--- src/rtl/div_arbiter_pkg.sv ---
// ---------------------------------------------------------------------------
// div_arb_pkg
// Shared definitions for the divider arbiter/sequencer:
//   - state_e   : 2-bit sequencer state encoding
//   - ERR_*     : response error codes
//   - DEF_WIDTH : default operand/result width
// ---------------------------------------------------------------------------
package div_arb_pkg;

    localparam int DEF_WIDTH = 8;

    typedef enum logic [1:0] {
        ST_IDLE    = 2'd0,
        ST_RUN     = 2'd1,
        ST_DONE    = 2'd2,
        ST_RELEASE = 2'd3
    } state_e;

    localparam logic [1:0] ERR_OK = 2'b00;  // divider result
    localparam logic [1:0] ERR_DZ = 2'b01;  // divide-by-zero, divider not used
    localparam logic [1:0] ERR_TO = 2'b10;  // watchdog expired

endpackage

--- src/rtl/div_arbiter_if.sv ---
// ---------------------------------------------------------------------------
// div_arbiter_if
// Bundles the requester handshakes, the response bus and the divider
// control/result signals of div_arbiter.
//   slave  : the arbiter side (takes requests and divider results,
//            drives ready/response/divider controls)
//   master : the environment side (requesters, response sink, divider)
// ---------------------------------------------------------------------------
interface div_arbiter_if
    import div_arb_pkg::*;
#(
    parameter int WIDTH = DEF_WIDTH
);
    // requester handshakes
    logic             req0_valid;
    logic             req1_valid;
    logic             req0_ready;
    logic             req1_ready;
    logic [WIDTH-1:0] req0_a;
    logic [WIDTH-1:0] req0_b;
    logic [WIDTH-1:0] req1_a;
    logic [WIDTH-1:0] req1_b;

    // response pulse
    logic             rsp_valid;
    logic             rsp_id;
    logic [WIDTH-1:0] rsp_q;
    logic [WIDTH-1:0] rsp_r;
    logic [1:0]       rsp_err;

    // status and divider side
    logic             busy;
    logic             div_start;
    logic [WIDTH-1:0] div_a;
    logic [WIDTH-1:0] div_b;
    logic             div_done;
    logic [WIDTH-1:0] div_q;
    logic [WIDTH-1:0] div_r;

    modport slave (
        input  req0_valid, req1_valid, req0_a, req0_b, req1_a, req1_b,
        input  div_done, div_q, div_r,
        output req0_ready, req1_ready,
        output rsp_valid, rsp_id, rsp_q, rsp_r, rsp_err,
        output busy, div_start, div_a, div_b
    );

    modport master (
        output req0_valid, req1_valid, req0_a, req0_b, req1_a, req1_b,
        output div_done, div_q, div_r,
        input  req0_ready, req1_ready,
        input  rsp_valid, rsp_id, rsp_q, rsp_r, rsp_err,
        input  busy, div_start, div_a, div_b
    );

endinterface

--- src/rtl/div_arbiter_rr_arbiter2.sv ---
// ---------------------------------------------------------------------------
// rr_arbiter2
// Two-way round-robin grant, purely combinational.
//   i_valid[1:0] : request lines
//   i_last       : index of the requester served most recently
//   o_grant[1:0] : one-hot grant (all zero when nobody requests)
// A lone requester always wins; on a tie the one not served last wins.
// ---------------------------------------------------------------------------
module rr_arbiter2 (
    input  logic [1:0] i_valid,
    input  logic       i_last,
    output logic [1:0] o_grant
);

    assign o_grant[0] = i_valid[0] & (~i_valid[1] |  i_last);
    assign o_grant[1] = i_valid[1] & (~i_valid[0] | ~i_last);

endmodule

--- src/rtl/div_arbiter.sv ---
// ---------------------------------------------------------------------------
// div_arbiter
// Round-robin arbiter and sequencer in front of a shared restoring divider.
// Accepts one divide job at a time from two requesters, holds the divider's
// level start while it works, collects quotient/remainder on its done flag
// and emits a one-cycle tagged response. Divide-by-zero is answered locally;
// a divider that never finishes is abandoned after TIMEOUT RUN cycles.
//
// Ports:
//   clk      : single clock, rising edge
//   rst_n    : synchronous active-low reset
//   bus      : div_arbiter_if.slave
//              req{0,1}_valid/ready/a/b : request handshakes
//              rsp_valid/id/q/r/err     : response pulse (no backpressure)
//              busy                     : not in IDLE
//              div_start/a/b            : divider controls (registered)
//              div_done/q/r             : divider results
//
// Parameters:
//   WIDTH    : operand/result width
//   TIMEOUT  : RUN cycles allowed before the watchdog fires (>= 2)
//   REL_CYC  : cycles div_start stays low after a divider job (>= 1)
// ---------------------------------------------------------------------------
module div_arbiter
    import div_arb_pkg::*;
#(
    parameter int WIDTH   = DEF_WIDTH,
    parameter int TIMEOUT = 64,
    parameter int REL_CYC = 2
) (
    input  logic        clk,
    input  logic        rst_n,
    div_arbiter_if.slave bus
);

    localparam logic [1:0] S_IDLE    = ST_IDLE;
    localparam logic [1:0] S_RUN     = ST_RUN;
    localparam logic [1:0] S_DONE    = ST_DONE;
    localparam logic [1:0] S_RELEASE = ST_RELEASE;

    // One counter serves both the RUN watchdog and the RELEASE hold-off,
    // since the two phases never overlap.
    localparam int CNT_MAX = (TIMEOUT > REL_CYC) ? TIMEOUT : REL_CYC;
    localparam int CW      = $clog2(CNT_MAX) + 1;

    localparam logic [CW-1:0] CNT_TO  = CW'(TIMEOUT - 1);
    localparam logic [CW-1:0] CNT_REL = CW'(REL_CYC - 1);

    logic [1:0]       r_state;
    logic             r_last;
    logic [CW-1:0]    r_cnt;
    logic             r_id;
    logic [WIDTH-1:0] r_a;
    logic [WIDTH-1:0] r_b;
    logic [WIDTH-1:0] r_q;
    logic [WIDTH-1:0] r_r;
    logic [1:0]       r_err;

    logic [1:0]       w_gnt;
    logic             w_idle;
    logic             w_hs;
    logic             w_hs_id;
    logic [WIDTH-1:0] w_a;
    logic [WIDTH-1:0] w_b;

    rr_arbiter2 u_rr (
        .i_valid ({bus.req1_valid, bus.req0_valid}),
        .i_last  (r_last),
        .o_grant (w_gnt)
    );

    // Ready is gated by rst_n so nothing can be accepted, or appear to be,
    // while reset is being held.
    assign w_idle  = (r_state == S_IDLE) && rst_n;
    assign w_hs    = w_idle && (|w_gnt);
    assign w_hs_id = w_gnt[1];
    assign w_a     = w_hs_id ? bus.req1_a : bus.req0_a;
    assign w_b     = w_hs_id ? bus.req1_b : bus.req0_b;

    assign bus.req0_ready = w_idle && w_gnt[0];
    assign bus.req1_ready = w_idle && w_gnt[1];

    // Everything else is a state decode or a register.
    assign bus.busy      = (r_state != S_IDLE);
    assign bus.div_start = (r_state == S_RUN);
    assign bus.div_a     = r_a;
    assign bus.div_b     = r_b;
    assign bus.rsp_valid = (r_state == S_DONE);
    assign bus.rsp_id    = r_id;
    assign bus.rsp_q     = r_q;
    assign bus.rsp_r     = r_r;
    assign bus.rsp_err   = r_err;

    always_ff @(posedge clk) begin
        if (!rst_n) begin
            r_state <= S_IDLE;
            r_last  <= 1'b1;        // requester 0 wins the first tie
            r_cnt   <= '0;
            r_id    <= 1'b0;
            r_a     <= '0;
            r_b     <= '0;
            r_q     <= '0;
            r_r     <= '0;
            r_err   <= ERR_OK;
        end else begin
            case (r_state)
                S_IDLE: begin
                    if (w_hs) begin
                        r_id   <= w_hs_id;
                        r_last <= w_hs_id;
                        r_a    <= w_a;
                        r_b    <= w_b;
                        if (w_b == '0) begin
                            // answered without touching the divider
                            r_q     <= '1;
                            r_r     <= w_a;
                            r_err   <= ERR_DZ;
                            r_state <= S_DONE;
                        end else begin
                            r_cnt   <= '0;
                            r_state <= S_RUN;
                        end
                    end
                end

                S_RUN: begin
                    // div_done is checked first so it wins a tie with the
                    // last watchdog cycle.
                    if (bus.div_done) begin
                        r_q     <= bus.div_q;
                        r_r     <= bus.div_r;
                        r_err   <= ERR_OK;
                        r_state <= S_DONE;
                    end else if (r_cnt == CNT_TO) begin
                        r_q     <= '0;
                        r_r     <= '0;
                        r_err   <= ERR_TO;
                        r_state <= S_DONE;
                    end else begin
                        r_cnt <= r_cnt + CW'(1);
                    end
                end

                S_DONE: begin
                    // Any job that held div_start must let the divider fall
                    // back to its initial state before the next one.
                    if (r_err != ERR_DZ) begin
                        r_cnt   <= '0;
                        r_state <= S_RELEASE;
                    end else begin
                        r_state <= S_IDLE;
                    end
                end

                S_RELEASE: begin
                    if (r_cnt == CNT_REL) begin
                        r_state <= S_IDLE;
                    end else begin
                        r_cnt <= r_cnt + CW'(1);
                    end
                end

                default: r_state <= S_IDLE;
            endcase
        end
    end

endmodule

--- src/flat_wrapper.sv ---
// flat-port wrapper written by rule: the top's interface ports become plain ports
module div_arbiter_flat import div_arb_pkg::*;
#(
    parameter int WIDTH   = DEF_WIDTH,
    parameter int TIMEOUT = 64,
    parameter int REL_CYC = 2
)
  (clk, rst_n, bus_req0_valid, bus_req1_valid, bus_req0_a, bus_req0_b, bus_req1_a, bus_req1_b, bus_div_done, bus_div_q, bus_div_r, bus_req0_ready, bus_req1_ready, bus_rsp_valid, bus_rsp_id, bus_rsp_q, bus_rsp_r, bus_rsp_err, bus_busy, bus_div_start, bus_div_a, bus_div_b);
  div_arbiter_if #(.WIDTH(WIDTH)) bus_i ();
  input  logic clk;
  input  logic rst_n;
  input wire logic [$bits(bus_i.req0_valid)-1:0] bus_req0_valid;
  input wire logic [$bits(bus_i.req1_valid)-1:0] bus_req1_valid;
  input wire logic [$bits(bus_i.req0_a)-1:0] bus_req0_a;
  input wire logic [$bits(bus_i.req0_b)-1:0] bus_req0_b;
  input wire logic [$bits(bus_i.req1_a)-1:0] bus_req1_a;
  input wire logic [$bits(bus_i.req1_b)-1:0] bus_req1_b;
  input wire logic [$bits(bus_i.div_done)-1:0] bus_div_done;
  input wire logic [$bits(bus_i.div_q)-1:0] bus_div_q;
  input wire logic [$bits(bus_i.div_r)-1:0] bus_div_r;
  output wire logic [$bits(bus_i.req0_ready)-1:0] bus_req0_ready;
  output wire logic [$bits(bus_i.req1_ready)-1:0] bus_req1_ready;
  output wire logic [$bits(bus_i.rsp_valid)-1:0] bus_rsp_valid;
  output wire logic [$bits(bus_i.rsp_id)-1:0] bus_rsp_id;
  output wire logic [$bits(bus_i.rsp_q)-1:0] bus_rsp_q;
  output wire logic [$bits(bus_i.rsp_r)-1:0] bus_rsp_r;
  output wire logic [$bits(bus_i.rsp_err)-1:0] bus_rsp_err;
  output wire logic [$bits(bus_i.busy)-1:0] bus_busy;
  output wire logic [$bits(bus_i.div_start)-1:0] bus_div_start;
  output wire logic [$bits(bus_i.div_a)-1:0] bus_div_a;
  output wire logic [$bits(bus_i.div_b)-1:0] bus_div_b;
  assign bus_i.req0_valid = bus_req0_valid;
  assign bus_i.req1_valid = bus_req1_valid;
  assign bus_i.req0_a = bus_req0_a;
  assign bus_i.req0_b = bus_req0_b;
  assign bus_i.req1_a = bus_req1_a;
  assign bus_i.req1_b = bus_req1_b;
  assign bus_i.div_done = bus_div_done;
  assign bus_i.div_q = bus_div_q;
  assign bus_i.div_r = bus_div_r;
  assign bus_req0_ready = bus_i.req0_ready;
  assign bus_req1_ready = bus_i.req1_ready;
  assign bus_rsp_valid = bus_i.rsp_valid;
  assign bus_rsp_id = bus_i.rsp_id;
  assign bus_rsp_q = bus_i.rsp_q;
  assign bus_rsp_r = bus_i.rsp_r;
  assign bus_rsp_err = bus_i.rsp_err;
  assign bus_busy = bus_i.busy;
  assign bus_div_start = bus_i.div_start;
  assign bus_div_a = bus_i.div_a;
  assign bus_div_b = bus_i.div_b;
  div_arbiter #(.WIDTH(WIDTH), .TIMEOUT(TIMEOUT), .REL_CYC(REL_CYC)) u_core (.clk(clk), .rst_n(rst_n), .bus(bus_i));
endmodule
--- config.mk ---
export PLATFORM = sky130hd
export DESIGN_NAME = div_arbiter_flat
export DESIGN_NICKNAME = d
export VERILOG_FILES = /design/src/rtl/div_arbiter_pkg.sv /design/src/rtl/div_arbiter_if.sv /design/src/rtl/div_arbiter_rr_arbiter2.sv /design/src/rtl/div_arbiter.sv /design/src/flat_wrapper.sv
export SDC_FILE = /design/constraint.sdc
export NUM_CORES = 1
export LEC_CHECK = 0
export BUFFER_PORTS_ARGS = -buffer_cell sky130_fd_sc_hd__buf_2
export CAP_MARGIN = 40
export CORE_MARGIN = 2
export CORE_UTILIZATION = 48
export CTS_CLUSTER_SIZE = 16
export DETAILED_ROUTE_END_ITERATION = 10
export PLACE_DENSITY = 0.86
export SLEW_MARGIN = 30
export SYNTH_ARGS = -nofsm -noshare
export SYNTH_HDL_FRONTEND = slang
export SYNTH_HIERARCHICAL = 1
export SYNTH_SLANG_ARGS = --single-unit
--- constraint.sdc ---
create_clock -name clk -period 2.05 [get_ports clk]
set_input_delay 0.205 -clock clk [delete_from_list [all_inputs] [get_ports clk]]
set_output_delay 0.205 -clock clk [all_outputs]
set_load 0.02 [all_outputs]
## Word level (Yosys, flattened, before mapping)

Cells that the tools add are included.

| word-level totals | value |
|---|---|
| register bits after elaboration | 45 |
| bits of input ports | 53 |
| output and inout port bits | 40 |
| word-level logic and storage cells | 74 |

| cells by class | value |
|---|---|
| add/subtract/negate cells | 1 |
| eq/ne operators | 15 |
| muxes and demuxes | 29 |
| bitwise logic cells | 7 |
| reductions and logical operators | 13 |

Operators with widths:

| kind | count |
|---|---|
| 8-bit 2-to-1 mux | 9 |
| 7-bit 2-to-1 mux | 6 |
| 8-bit case mux with 2 select lines | 2 |
| 7-bit case mux with 4 select lines | 1 |
| 2-bit 2-to-1 mux | 9 |
| 2-bit inequality test (second input constant) | 5 |
| 8-bit logical NOT | 1 |
| 2-bit by 1-bit inequality test with 1-bit output (second input constant) | 4 |
| 2-bit case mux with 4 select lines | 1 |
| 7-bit by 1-bit adder with 7-bit output (second input constant) | 1 |
| 7-bit by 1-bit equality test with 1-bit output (second input constant) | 1 |
| 7-bit by 6-bit equality test with 1-bit output (second input constant) | 1 |
| 6-bit AND reduction | 1 |
| 2-bit equality test (second input constant) | 2 |
| 1-bit logical AND | 4 |
| 2-bit case mux with 2 select lines | 1 |
| 4-bit AND reduction | 1 |
| 2-bit nonzero test | 2 |
| 3-bit by 2-bit inequality test with 1-bit output (second input constant) | 1 |
| 1-bit inverter | 3 |
| 3-bit AND reduction | 1 |
| 1-bit AND | 2 |
| 2-bit by 1-bit equality test with 1-bit output (second input constant) | 1 |
| 2-bit logical NOT | 1 |
| other kinds (3) | 4 |

## Logic depth before layout (Yosys ltp)

Gate-level depths: netlist of run 1.

| logic depth | value |
|---|---|
| depth after elaboration | 8 |
| gate-level depth with buffers | 8 |
| gate-level depth less buffers | 7 |

## By module

The synthesis of run 1 kept the hierarchy.

By module, submodules not included:

| module | instances | cells each | area each (µm²) | sequential area each (µm²) |
|---|---|---|---|---|
| div_arbiter | 1 | 263 | 2,275.9 | 900.9 |
| rr_arbiter2 | 1 | 3 | 18.8 | 0.0 |

## Worst setup path after synthesis of run 1

Ideal clock, no wire load.

| timing path | value |
|---|---|
| path type | register -> register |
| from | register u_core.r_cnt[0] |
| to | register u_core.r_q[3] (netlist: u_core/bus.rsp_q[3]) |
| setup time | 59 ps |
| arrival | 1,753 ps |
| required time | 1,991 ps |
| slack | 238 ps |
| cell stages (with the launch flop) | 8 |
| buffers on the path | 1 |
| clock period less this slack | 1,812 ps |
| cells stage by stage | dfxtp_1 -> ha_1 -> nand3_1 -> nor3_2 -> o31ai_2 -> nor2_1 -> buf_2 -> o221a_2 |

| on the way | value |
|---|---|
| cells in the longest elaborated chain, start to end | 3 |

Ends and longest elaborated chain:

| element | RTL line | RTL |
|---|---|---|
| start: declaration | div_arbiter.sv:51 | `logic [CW-1:0] r_cnt;` |
| start signal: assignment | div_arbiter.sv:140 | `r_cnt <= r_cnt + CW'(1);` |
| start signal: assignment | div_arbiter.sv:159 | `r_cnt <= r_cnt + CW'(1);` |
| 7-bit by 6-bit equality test with 1-bit output | div_arbiter.sv:134 | `end else if (r_cnt == CNT_TO) begin` |
| 3-bit by 2-bit inequality test with 1-bit output (no line) | n/a |  |
| 4-bit AND reduction (no line) | n/a |  |
| end signal: assignment | div_arbiter.sv:130 | `r_q <= bus.div_q;` |
| end: declaration | div_arbiter.sv:55 | `logic [WIDTH-1:0] r_q;` |

No other way between the ends.
A chain may end at the register's enable or synchronous reset.

## Final worst setup path of run 1

| timing path | value |
|---|---|
| from | register u_core.r_last |
| to | register u_core.r_cnt[1] |

| on the way | value |
|---|---|
| elaborated cells on any way between the ends | 12 |
| classes of those cells | eq/ne: 2; mux: 1; bitwise: 5; reduce/logical: 4 |

RTL lines:

| element | RTL line | RTL |
|---|---|---|
| start: declaration | div_arbiter.sv:50 | `logic r_last;` |
| start signal: assignment | div_arbiter.sv:110 | `r_last <= w_hs_id;` |
| 1-bit bitwise OR | div_arbiter_rr_arbiter2.sv:15 | `assign o_grant[0] = i_valid[0] & (~i_valid[1] \| i_last);` |
| 1-bit AND | div_arbiter_rr_arbiter2.sv:15 |  |
| named net u_core.w_gnt[0] | div_arbiter.sv:59 | `logic [1:0] w_gnt;` |
| 2-bit OR reduction | div_arbiter.sv:75 | `assign w_hs = w_idle && (\|w_gnt);` |
| 1-bit logical AND | div_arbiter.sv:75 |  |
| 2-bit by 1-bit inequality test with 1-bit output (no line) | n/a |  |
| 6-bit AND reduction (no line) | n/a |  |

The timed path passes the listed nets, and every way through them passes these cells.

==> impl_metrics.tcl, run 1 <==
set metrics [dict create \
    ios 93 \
    finish.net_count 416 \
    power.clock.fraction_pct 24.1 \
    routed-via-count 2348 \
    synth-simple-area-share_pct 16.52 \
    setup.reg_to_reg.worst_slack_ns 0.06 \
    critical-path-top-delay-family "compound AO/OA/AOI/OAI gates" \
    synth.cell_area_sq_um 2295 \
    grt_use_met1_pct 27.70 \
    rows 25 \
    ys_dominant_reg_cell "dfxtp_1" \
    area.growth.synth_to_final_pct 29.17 \
    floorplan.initialDensity_pct 49.23 \
    sw_frac_of_total_pct 34.18 \
    instances_no_fill 416 \
    die-height_microns 73.14 \
    cts_num_sinks 45 \
    detail_route.wl_per_cell_microns 14.38 \
    synth_fp_nets 321 \
    p_switching_uw 763.7 \
    global_route_wire_length_before_repair_mm 9.480 \
    min_delay_path_depth 3 \
    synth_top_family_by_area "compound AO/OA/AOI/OAI gates" \
    rsz_0062_raised_after_global_routing "no" \
    path_cells "inv_1 > a21boi_1 > o21ai_1 > a221o_1 > a31o_1 > a211oi_4 > mux2i_1" \
    post_cts_buffers 0 \
    grt_most_used_layer "met2" \
    startpoint_type "register" \
    maximum_frequency_from_static_timing_analysis_mhz 503.5 \
    drive_above_1_share_pct 36.46 \
    final.period_utilization_pct 96.88 \
    p_leak_nw 1.340 \
    number_of_antenna_violations_at_the_first_check_in_global_routing 0 \
    setup_total_negative_slack_ns 0 \
    global_route.overflow_total 0 \
    first_global_vias 2154 \
    power.density_cell_area_nw_per_um2 753.7 \
    clk_pin_slew_ns 0.08 \
    drv_slew 0 \
    finalClockSkew_ns 0.002890 \
    post_synth_xor_area_fraction_pct 0 \
    critical_path.endpoint_type "register" \
    synthCells 266 \
    r2r_cells 7 \
    finalCriticalPeriod_ns 1.986 \
    cts_buffer_depth 2 \
    tritoncts "yes" \
    synth_most_common_cell "dfxtp_1" \
    route.final.wire_length_mm 5.980 \
    tightestPinTransition_ns 0.4705 \
    synth_adder_area_share_pct 1.091 \
    multi_input_comb_area_sq_um 1264 \
    die_width_microns 73.14 \
    worstSetupPathDepth 7 \
    worst_ep_arrival_time_ns 2.22 \
    synth_compound_area_share_pct 28.79 \
    yosys.area.top_type "dfxtp_1" \
    port_buffers 92 \
    diodes 0 \
    synth_common_cells "45 x dfxtp_1, 31 x nor2_1, 21 x a211oi_1, 21 x a21oi_1, 18 x mux2i_1" \
    post_synth_mux_area_share_pct 7.852 \
    grt_usage_pct 22.68 \
    globalplace.congestion 0.9218 \
    worst_skew_pair.late_latency_ns 0.30 \
    report.final.hold_viol_count 0 \
    grt_start_max_net_pins 33 \
    use_met2_pct 38.14 \
    worst_slew_margin_rel_pct 68.63 \
    crit_buf_inv 1 \
    outcome "finished clean" \
    drv.max_cap_violation_count 0 \
    drt_iter0_drc 196 \
    worst_hold_path_type "in -> reg" \
    synth-seq-area-share_pct 39.26 \
    comb_power_share_pct 31.2 \
    use_met3_pct 4.696 \
    fp.dieArea_sq_um 5349 \
    required_ns 2.28 \
    drc 0 \
    synth_cell_types 48 \
    power.internal_mw 1.470 \
    cts-htree-levels 2 \
    ys.warnings.count 6 \
    numPlacedInstances 408 \
    core_sq_um 4661 \
    seq_power_share_pct 44.6 \
    synth_async_sr_flop_share_pct 0 \
    postSynthRegisterBits 45 \
    tritonroute_pass_1_iters 4 \
    final_setup_violating_endpoints 0 \
    regArea_sq_um 903.4 \
    tritoncts.num_buffers 5 \
    irDropWorstVdd_v 0.0004915 \
    cp_max_fo 5 \
    syn-mean-instance-area_sq_um 8.627 \
    timing.critical_path.slowest_stage_cell "a221o_1" \
    fillerInstances 399 \
    synth_edf_count 0 \
    antenna_violating_nets_post_route 0 \
    vias_per_cell 5.644 \
    criticalPathCategory "reg -> reg" \
    cp_slowest_stage_delay_ns 0.39 \
    post_synth_main_area_contributors "dfxtp_1 39%, mux2i_1 7.9%, a211oi_1 6.9%, nor2_1 5.1%, a21oi_1 4.6%" \
    synth_top_area_share_pct 39.26 \
    clk_root_buffer_cell "clkbuf_8" \
    dp.final_hpwl_mm 4.414 \
]
## worst register-to-register path, cell delays in order (launching register included)
cell      delay (ns)
dfxtp_2         0.35
inv_1           0.04
a21boi_1        0.17
o21ai_1         0.11
a221o_1         0.39
a31o_1          0.24
a211oi_4        0.37
mux2i_1         0.24
## state kept, by name, summed over array words and instances (netlist names)
register,cells
u_core/r_last,1
u_core/bus.div_b,8
u_core/bus.div_a,8
u_core/r_cnt,7
u_core/bus.rsp_r,8
u_core/bus.rsp_id,1
u_core/bus.rsp_q,8
u_core/r_state,2
u_core/bus.rsp_err,2
## placed cells by master, fill, tap and decap left out, types with 3 or more instances in the layout
cell type / n
a211oi_1: 21
a21oi_1: 21
a31oi_1: 7
buf_2: 92
buf_4: 14
clkbuf_8: 5
dfxtp_1: 43
inv_1: 15
mux2i_1: 18
nand2_1: 13
nand3_1: 10
nor2_1: 30
nor2b_1: 4
nor4_1: 5
o21ai_0: 11
o221a_1: 3
o221a_2: 5
## power by group through the flow
stage / Combinational [mW] / Clock (mW) / Sequential, mW
finish: 0.698 / 0.539 / 0.997
global route: 0.761 / 0.575 / 1.01
CTS: 0.690 / 0.548 / 0.997
detailed placement: 0.689 / 0 / 1.02
global placement: 0.674 / 0 / 1.02
floorplan: 0.370 / 0 / 1.10
## timing repair
item,in CTS,in global routing
hold buffers,0,0
resized for setup,0,5
setup endpoints to repair,0,5
hold endpoints to repair,0,0
## layout make-up
class                      instances  area share (%)
sequential                        45           30.48
clock inverter                     1          0.2533
timing repair buffer             107           19.76
inverter                          16           2.026
clock buffer                       7           2.575
multi-input combinational        186           42.63
tap                               54           2.279
## through the flow
step / hold slack [ns] / utilization (%) / setup slack [ns] / cell area [sq um] / total power [mW]
after CTS: 0.2465 / 63.28 / 0.06478 / 2949 / 2.236
after detailed placement: 0.4626 / 61.48 / 0.07854 / 2865 / 1.705
after global placement: 0.4458 / 61.48 / 0.1491 / 2865 / 1.690
final: 0.2518 / 63.60 / 0.06391 / 2964 / 2.234
after global routing: 0.2635 / 63.60 / 0.009193 / 2964 / 2.344
after floorplan: 0.3864 / - / 0.2378 / 2295 / 1.470
## per-layer routing
metal	up-vias	routed length, microns	part of all wire, %
met5	-	0	0
met4	0	99	1.7
met3	10	370	6.2
met2	76	2941	49
met1	1086	2568	43
li1	1176	-	-
## final timing paths
| kind | start | end |
|---|---|---|
| setup / recovery | u_core/r_last | u_core/r_cnt[1] |
| hold / removal | bus_req0_b[0] | u_core/bus.div_b[0] |
| setup reg to reg | u_core/r_last | u_core/r_cnt[1] |
| hold reg to reg | u_core/bus.rsp_id | u_core/bus.rsp_id |
## kinds of logic after synthesis
| family | Yosys count |
|---|---|
| simple gates | 77 |
| buf+inv | 35 |
| fa+ha+maj | 2 |
| compound gates | 89 |
| mux | 18 |
| flops | 45 |
(Power assumes the default switching activity.)
==> inputs of run 2 (changes only) <==
Settings changed: CORE_UTILIZATION 48 to 52, PLACE_DENSITY 0.86 to 0.91.
Clock period 2.05 ns to 2.5 ns, I/O delays scaled along.
==> impl_metrics.tcl, run 2 (synthesis gave the netlist of run 1 again) <==
set metrics [dict create \
    hold_buffer_count_at_cts 0 \
    die-height_microns 70.43 \
    criticalPathCategory "reg -> reg" \
    worstHoldStart "bus_req0_b[5]" \
    worst_slew_margin_rel_pct 67.13 \
    vias_per_cell 5.819 \
    worst_skew_pair.late_latency_ns 0.30 \
    final_common_cell "buf_2" \
    diodes 0 \
    core_sq_um 4294 \
    tritonroute_pass_1_iters 4 \
    die_width_microns 70.43 \
    startpoint_type "register" \
    post_dp_cell_area_sq_um 2813 \
    drc 0 \
    power.density_cell_area_nw_per_um2 627.4 \
    drv.max_cap_violation_count 0 \
    tightestPinTransition_ns 0.4915 \
    cts-htree-levels 2 \
    route.final.wire_length_mm 6.176 \
    port_buffers 92 \
    crit-reg2reg-capture "u_core/r_cnt[0]" \
    rsz_0062_raised_after_global_routing "no" \
    worst_ep_arrival_time_ns 2.47 \
    worst_hold_path_type "in -> reg" \
    setup_total_negative_slack_ns 0 \
    finish.net_count 410 \
    drv_slew 0 \
    drive_above_1_share_pct 34.55 \
    post_cts_buffers 0 \
    clk_pin_slew_ns 0.08 \
    min_delay_worst_endpoint "u_core/bus.div_b[5]" \
    antenna_violating_nets_post_route 0 \
    floorplan.initialDensity_pct 53.44 \
    cp_max_fo 12 \
    required_ns 2.73 \
    fp.dieArea_sq_um 4960 \
    first_global_vias 2265 \
    ios 93 \
    area_of_all_placed_cells_without_fillers_sq_um 2897 \
    cts_num_sinks 45 \
    worstReg2RegStart "u_core/r_state[1]" \
    report.final.hold_viol_count 0 \
    global_route.overflow_total 0 \
    tritoncts "yes" \
    area.growth.synth_to_final_pct 26.23 \
    grt_usage_pct 25.02 \
    r2r_cells 6 \
    dp.final_hpwl_mm 4.607 \
    number_of_antenna_violations_at_the_first_check_in_global_routing 0 \
    cts_buffer_depth 2 \
    finalCriticalPeriod_ns 2.242 \
    final_setup_violating_endpoints 0 \
    clk_root_buffer_cell "clkbuf_8" \
    p_leak_nw 1.314 \
    outcome "finished clean" \
    grt_start_max_net_pins 33 \
    setup.reg_to_reg.worst_slack_ns 0.26 \
    critical_path.endpoint_type "register" \
    post_cts_resized 0 \
    finalClockSkew_ns 0.006065 \
    final.period_utilization_pct 89.67 \
    detail_route.wl_per_cell_microns 15.14 \
    drt_iter0_drc 228 \
    rows 24 \
    irDropWorstVdd_v 0.0003471 \
    layout.cells.most_common_list "92 x buf_2, 45 x dfxtp_1, 30 x nor2_1" \
    routed-via-count 2374 \
    min_delay_path_depth 3 \
    globalplace.congestion 0.8998 \
    maximum_frequency_from_static_timing_analysis_mhz 446.1 \
    global_route_wire_length_before_repair_mm 9.963 \
    tritoncts.num_buffers 5 \
]
run 2: per-stage QoR:
step / util (%) / instances / setup slack, ns / hold slack, ns / power [mW]
6_report: 67.45 / 408 / 0.2582 / 0.2968 / 1.817
5_1_grt: 67.45 / 408 / 0.1470 / 0.3033 / 1.900
4_1_cts: 67.45 / 408 / 0.2934 / 0.2942 / 1.811
3_5_place_dp: 65.50 / 400 / 0.3221 / 0.4740 / 1.383
3_3_place_gp: 65.15 / 399 / 0.3801 / 0.4416 / 1.362
2_1_floorplan: - / 266 / 0.6878 / 0.4314 / 1.206
run 2: power breakdown:
group / switching [mW] / internal [mW]
Combinational: 0.339 / 0.208
Sequential: 0.0464 / 0.782
Clock: 0.244 / 0.198
Total: 0.630 / 1.19
run 2: layout make-up:
cell class,count,area [sq um]
fill,333,1398
clock buffer,7,76.32
tap,52,65.06
timing repair buffer,101,535.5
inverter,16,60.06
sequential,45,900.9
multi-input combinational,186,1251
clock inverter,1,7.507
run 2: worst max-delay path by stage:
stage / from / to / slack, ns / cells after the start
after floorplan: u_core/r_cnt[0] / u_core/bus.rsp_q[3] / 0.69 / 7
after global placement: u_core/r_state[1] / u_core/r_cnt[5] / 0.38 / 6
after detailed placement: u_core/r_state[1] / u_core/r_cnt[5] / 0.32 / 6
after CTS: u_core/r_state[1] / u_core/r_cnt[0] / 0.29 / 6
after global routing: u_core/r_state[1] / u_core/r_cnt[0] / 0.15 / 6
final: u_core/r_state[1] / u_core/r_cnt[0] / 0.26 / 6
run 2: worst max-delay path: stages (launching register included):
cell and delay (ns):
dfxtp_1 0.56, or2b_2 0.34, inv_2 0.06, a221o_1 0.44, a31o_1 0.25, a211oi_4 0.30
mux2i_1 0.22
run 2: metal layers:
layer / share of wire, % / global-route usage (%) / vias to the layer above
li1: - / - / 1164
met1: 39 / 29.24 / 1107
met2: 53 / 43.71 / 87
met3: 6.1 / 6.061 / 16
met4: 1.9 / 9.829 / 0
met5: 0 / 0 / -
==> inputs of run 3 (changes only) <==
Settings changed: ABC_AREA set to 1, CORE_UTILIZATION 52 to 53.
==> impl_metrics.tcl, run 3 <==
set metrics [dict create \
    outcome "finished clean" \
    final_common_cell "buf_2" \
    worst_ep_arrival_time_ns 1.72 \
    startpoint_type "register" \
    synth_async_sr_flop_share_pct 0 \
    ys_dominant_reg_cell "dfxtp_1" \
    tritoncts "yes" \
    critical_path.endpoint_type "output port" \
    synth_common_cells "89 x nand2_1, 45 x dfxtp_1, 42 x inv_1, 33 x a21oi_1, 32 x nor2_1" \
    core_sq_um 4692 \
    p_leak_nw 1.593 \
    global_route_wire_length_before_repair_mm 9.818 \
    drive_above_1_share_pct 31.40 \
    area_of_all_placed_cells_without_fillers_sq_um 3054 \
    sw_frac_of_total_pct 40.42 \
    crit-reg2reg-capture "u_core/bus.rsp_err[0]" \
    grt_start_max_net_pins 33 \
    postSynthRegisterBits 45 \
    ios 93 \
    floorplan.initialDensity_pct 54.27 \
    tritoncts.num_buffers 5 \
    finalCriticalPeriod_ns 1.971 \
    synthCells 362 \
    critPathLaunch "u_core/r_state[0]" \
    finalClockSkew_ns 0.009209 \
    grt_usage_pct 23.04 \
    die_width_microns 73.31 \
    worstReg2RegStart "u_core/r_last" \
    layout.cells.most_common_list "92 x buf_2, 89 x nand2_1, 45 x dfxtp_1" \
    report.final.hold_viol_count 0 \
    final_setup_violating_endpoints 0 \
    yosys.area.top_type "dfxtp_1" \
    detail_route.wl_per_cell_microns 12.11 \
    maximum_frequency_from_static_timing_analysis_mhz 507.5 \
    drt_iter0_drc 108 \
    cp_max_fo 15 \
    area.growth.synth_to_final_pct 19.95 \
    first_global_vias 2328 \
    worst_skew_pair.late_latency_ns 0.30 \
    synth_fp_nets 417 \
    routed-via-count 2597 \
    global_route.overflow_total 0 \
    globalplace.congestion 0.8889 \
    fp.dieArea_sq_um 5374 \
    r2r_cells 9 \
    synth-seq-area-share_pct 35.38 \
    route.final.wire_length_mm 6.092 \
    diodes 0 \
    cts_num_sinks 45 \
    number_of_antenna_violations_at_the_first_check_in_global_routing 0 \
    hold_buffer_count_at_cts 0 \
    rsz_0062_raised_after_global_routing "no" \
    clk_root_buffer_cell "clkbuf_8" \
    cts-htree-levels 2 \
    ys.warnings.count 6 \
    synth_edf_count 0 \
    post_cts_resized 0 \
    setup_total_negative_slack_ns 0 \
    vias_per_cell 5.163 \
    cts_buffer_depth 2 \
    synth_top_area_share_pct 35.38 \
    finish.net_count 503 \
    post_dp_cell_area_sq_um 2958 \
    tritonroute_pass_1_iters 4 \
    post_synth_main_area_contributors "dfxtp_1 35%, nand2_1 13%, a21oi_1 6.5%, inv_1 6.2%, nand3_1 5.1%" \
    die-height_microns 73.31 \
    tightestPinTransition_ns 0.4995 \
    synth_cell_types 31 \
    power.clock.fraction_pct 21.1 \
    power.internal_mw 1.347 \
    port_buffers 92 \
    post_cts_buffers 0 \
    critical_path.endpoint "bus_div_start" \
    comb_power_share_pct 38.3 \
    required_ns 2.25 \
    p_switching_uw 914.1 \
    synth.cell_area_sq_um 2546 \
    rows 25 \
    drv_slew 0 \
    final.period_utilization_pct 78.83 \
    seq_power_share_pct 40.6 \
    dp.final_hpwl_mm 4.498 \
    drc 0 \
    synth_most_common_cell "nand2_1" \
    irDropWorstVdd_v 0.0004536 \
    fin_total_pwr_mw 2.261 \
    worst_slew_margin_rel_pct 66.66 \
    antenna_violating_nets_post_route 0 \
    worst_hold_path_type "in -> reg" \
    setup.reg_to_reg.worst_slack_ns 0.57 \
    drv.max_cap_violation_count 0 \
    syn-mean-instance-area_sq_um 7.034 \
    power.density_cell_area_nw_per_um2 740.4 \
    criticalPathCategory "reg -> out" \
    clk_pin_slew_ns 0.09 \
]
-- run 3: cell count changes after synthesis, moves of 6 or more --
| cell | change |
|---|---|
| a211oi_1 | -21 |
| a21oi_1 | +12 |
| a21oi_2 | +10 |
| clkbuf_1 | -6 |
| inv_1 | +27 |
| mux2i_1 | -18 |
| nand2_1 | +76 |
| nand2_4 | +6 |
| nand3_1 | +16 |
| o21ai_0 | +10 |
-- run 3: how the worst min path moves through the flow --
stage / from / endpoint / slack [ns] / cells past startpoint
after floorplan: bus_req1_a[0] / u_core/bus.div_a[0] / 0.43 / 2
after global placement: u_core/bus.rsp_q[3] / u_core/bus.rsp_q[3] / 0.43 / 2
after detailed placement: u_core/bus.rsp_q[3] / u_core/bus.rsp_q[3] / 0.43 / 2
after CTS: bus_req0_a[7] / u_core/bus.div_a[7] / 0.23 / 3
after global routing: bus_req1_a[0] / u_core/bus.div_a[0] / 0.24 / 3
final: bus_req0_a[7] / u_core/bus.div_a[7] / 0.24 / 3
-- run 3: per-stage QoR --
| step | util, % | instances | worst slack [ns] | hold slack [ns] |
|---|---|---|---|---|
| after detailed placement | 63.04 | 495 | 0.5881 | 0.4330 |
| after floorplan | - | 362 | 0.7768 | 0.4306 |
| after CTS | 65.09 | 503 | 0.5219 | 0.2277 |
| final | 65.09 | 503 | 0.5294 | 0.2402 |
| after global placement | 63.04 | 495 | 0.6174 | 0.4296 |
| after global routing | 65.09 | 503 | 0.3968 | 0.2446 |
-- run 3: metal layers --
| layer | wire length (microns) | share of wire (%) | GRT usage [%] | vias up |
|---|---|---|---|---|
| met2 | 2776 | 46 | 38.04 | 107 |
| met3 | 484 | 7.9 | 6.310 | 11 |
| met4 | 93 | 1.5 | 7.273 | 0 |
| met1 | 2737 | 45 | 29.28 | 1142 |
| met5 | 0 | 0 | 0 | - |
| li1 | - | - | - | 1337 |
-- run 3: kinds of logic (layout without fill, tap and decap cells) --
group / after synthesis / in the layout / share of synthesized area (%)
buffers and inverters: 64 / 151 / 12.83
AND/OR/NAND/NOR: 173 / 173 / 33.07
adder cells (fa/ha/maj): 2 / 2 / 0.9826
AO/OA/AOI/OAI: 78 / 78 / 17.74
flip-flops: 45 / 45 / 35.38
-- run 3: area by class of cell --
type	count	area, sq um
Multi-Input combinational cell	253	1319
Fill cell	410	1638
Inverter	48	187.7
Sequential cell	45	900.9
Timing Repair Buffer	95	483.0
Clock inverter	2	13.76
Tap cell	54	67.56
Clock buffer	6	82.58
-- run 3: power by group through the flow --
stage / Sequential, mW / Combinational, mW / Clock [mW]
detailed placement: 0.931 / 0.858 / 0
finish: 0.917 / 0.866 / 0.478
global route: 0.932 / 0.958 / 0.518
CTS: 0.916 / 0.864 / 0.491
floorplan: 1.03 / 0.566 / 0
global placement: 0.930 / 0.836 / 0
-- run 3: worst max-delay path, cell delays in order (launching register included) --
cell and delay (ns):
dfxtp_1 0.54, nand2_4 0.18, inv_1 0.42, buf_2 0.26
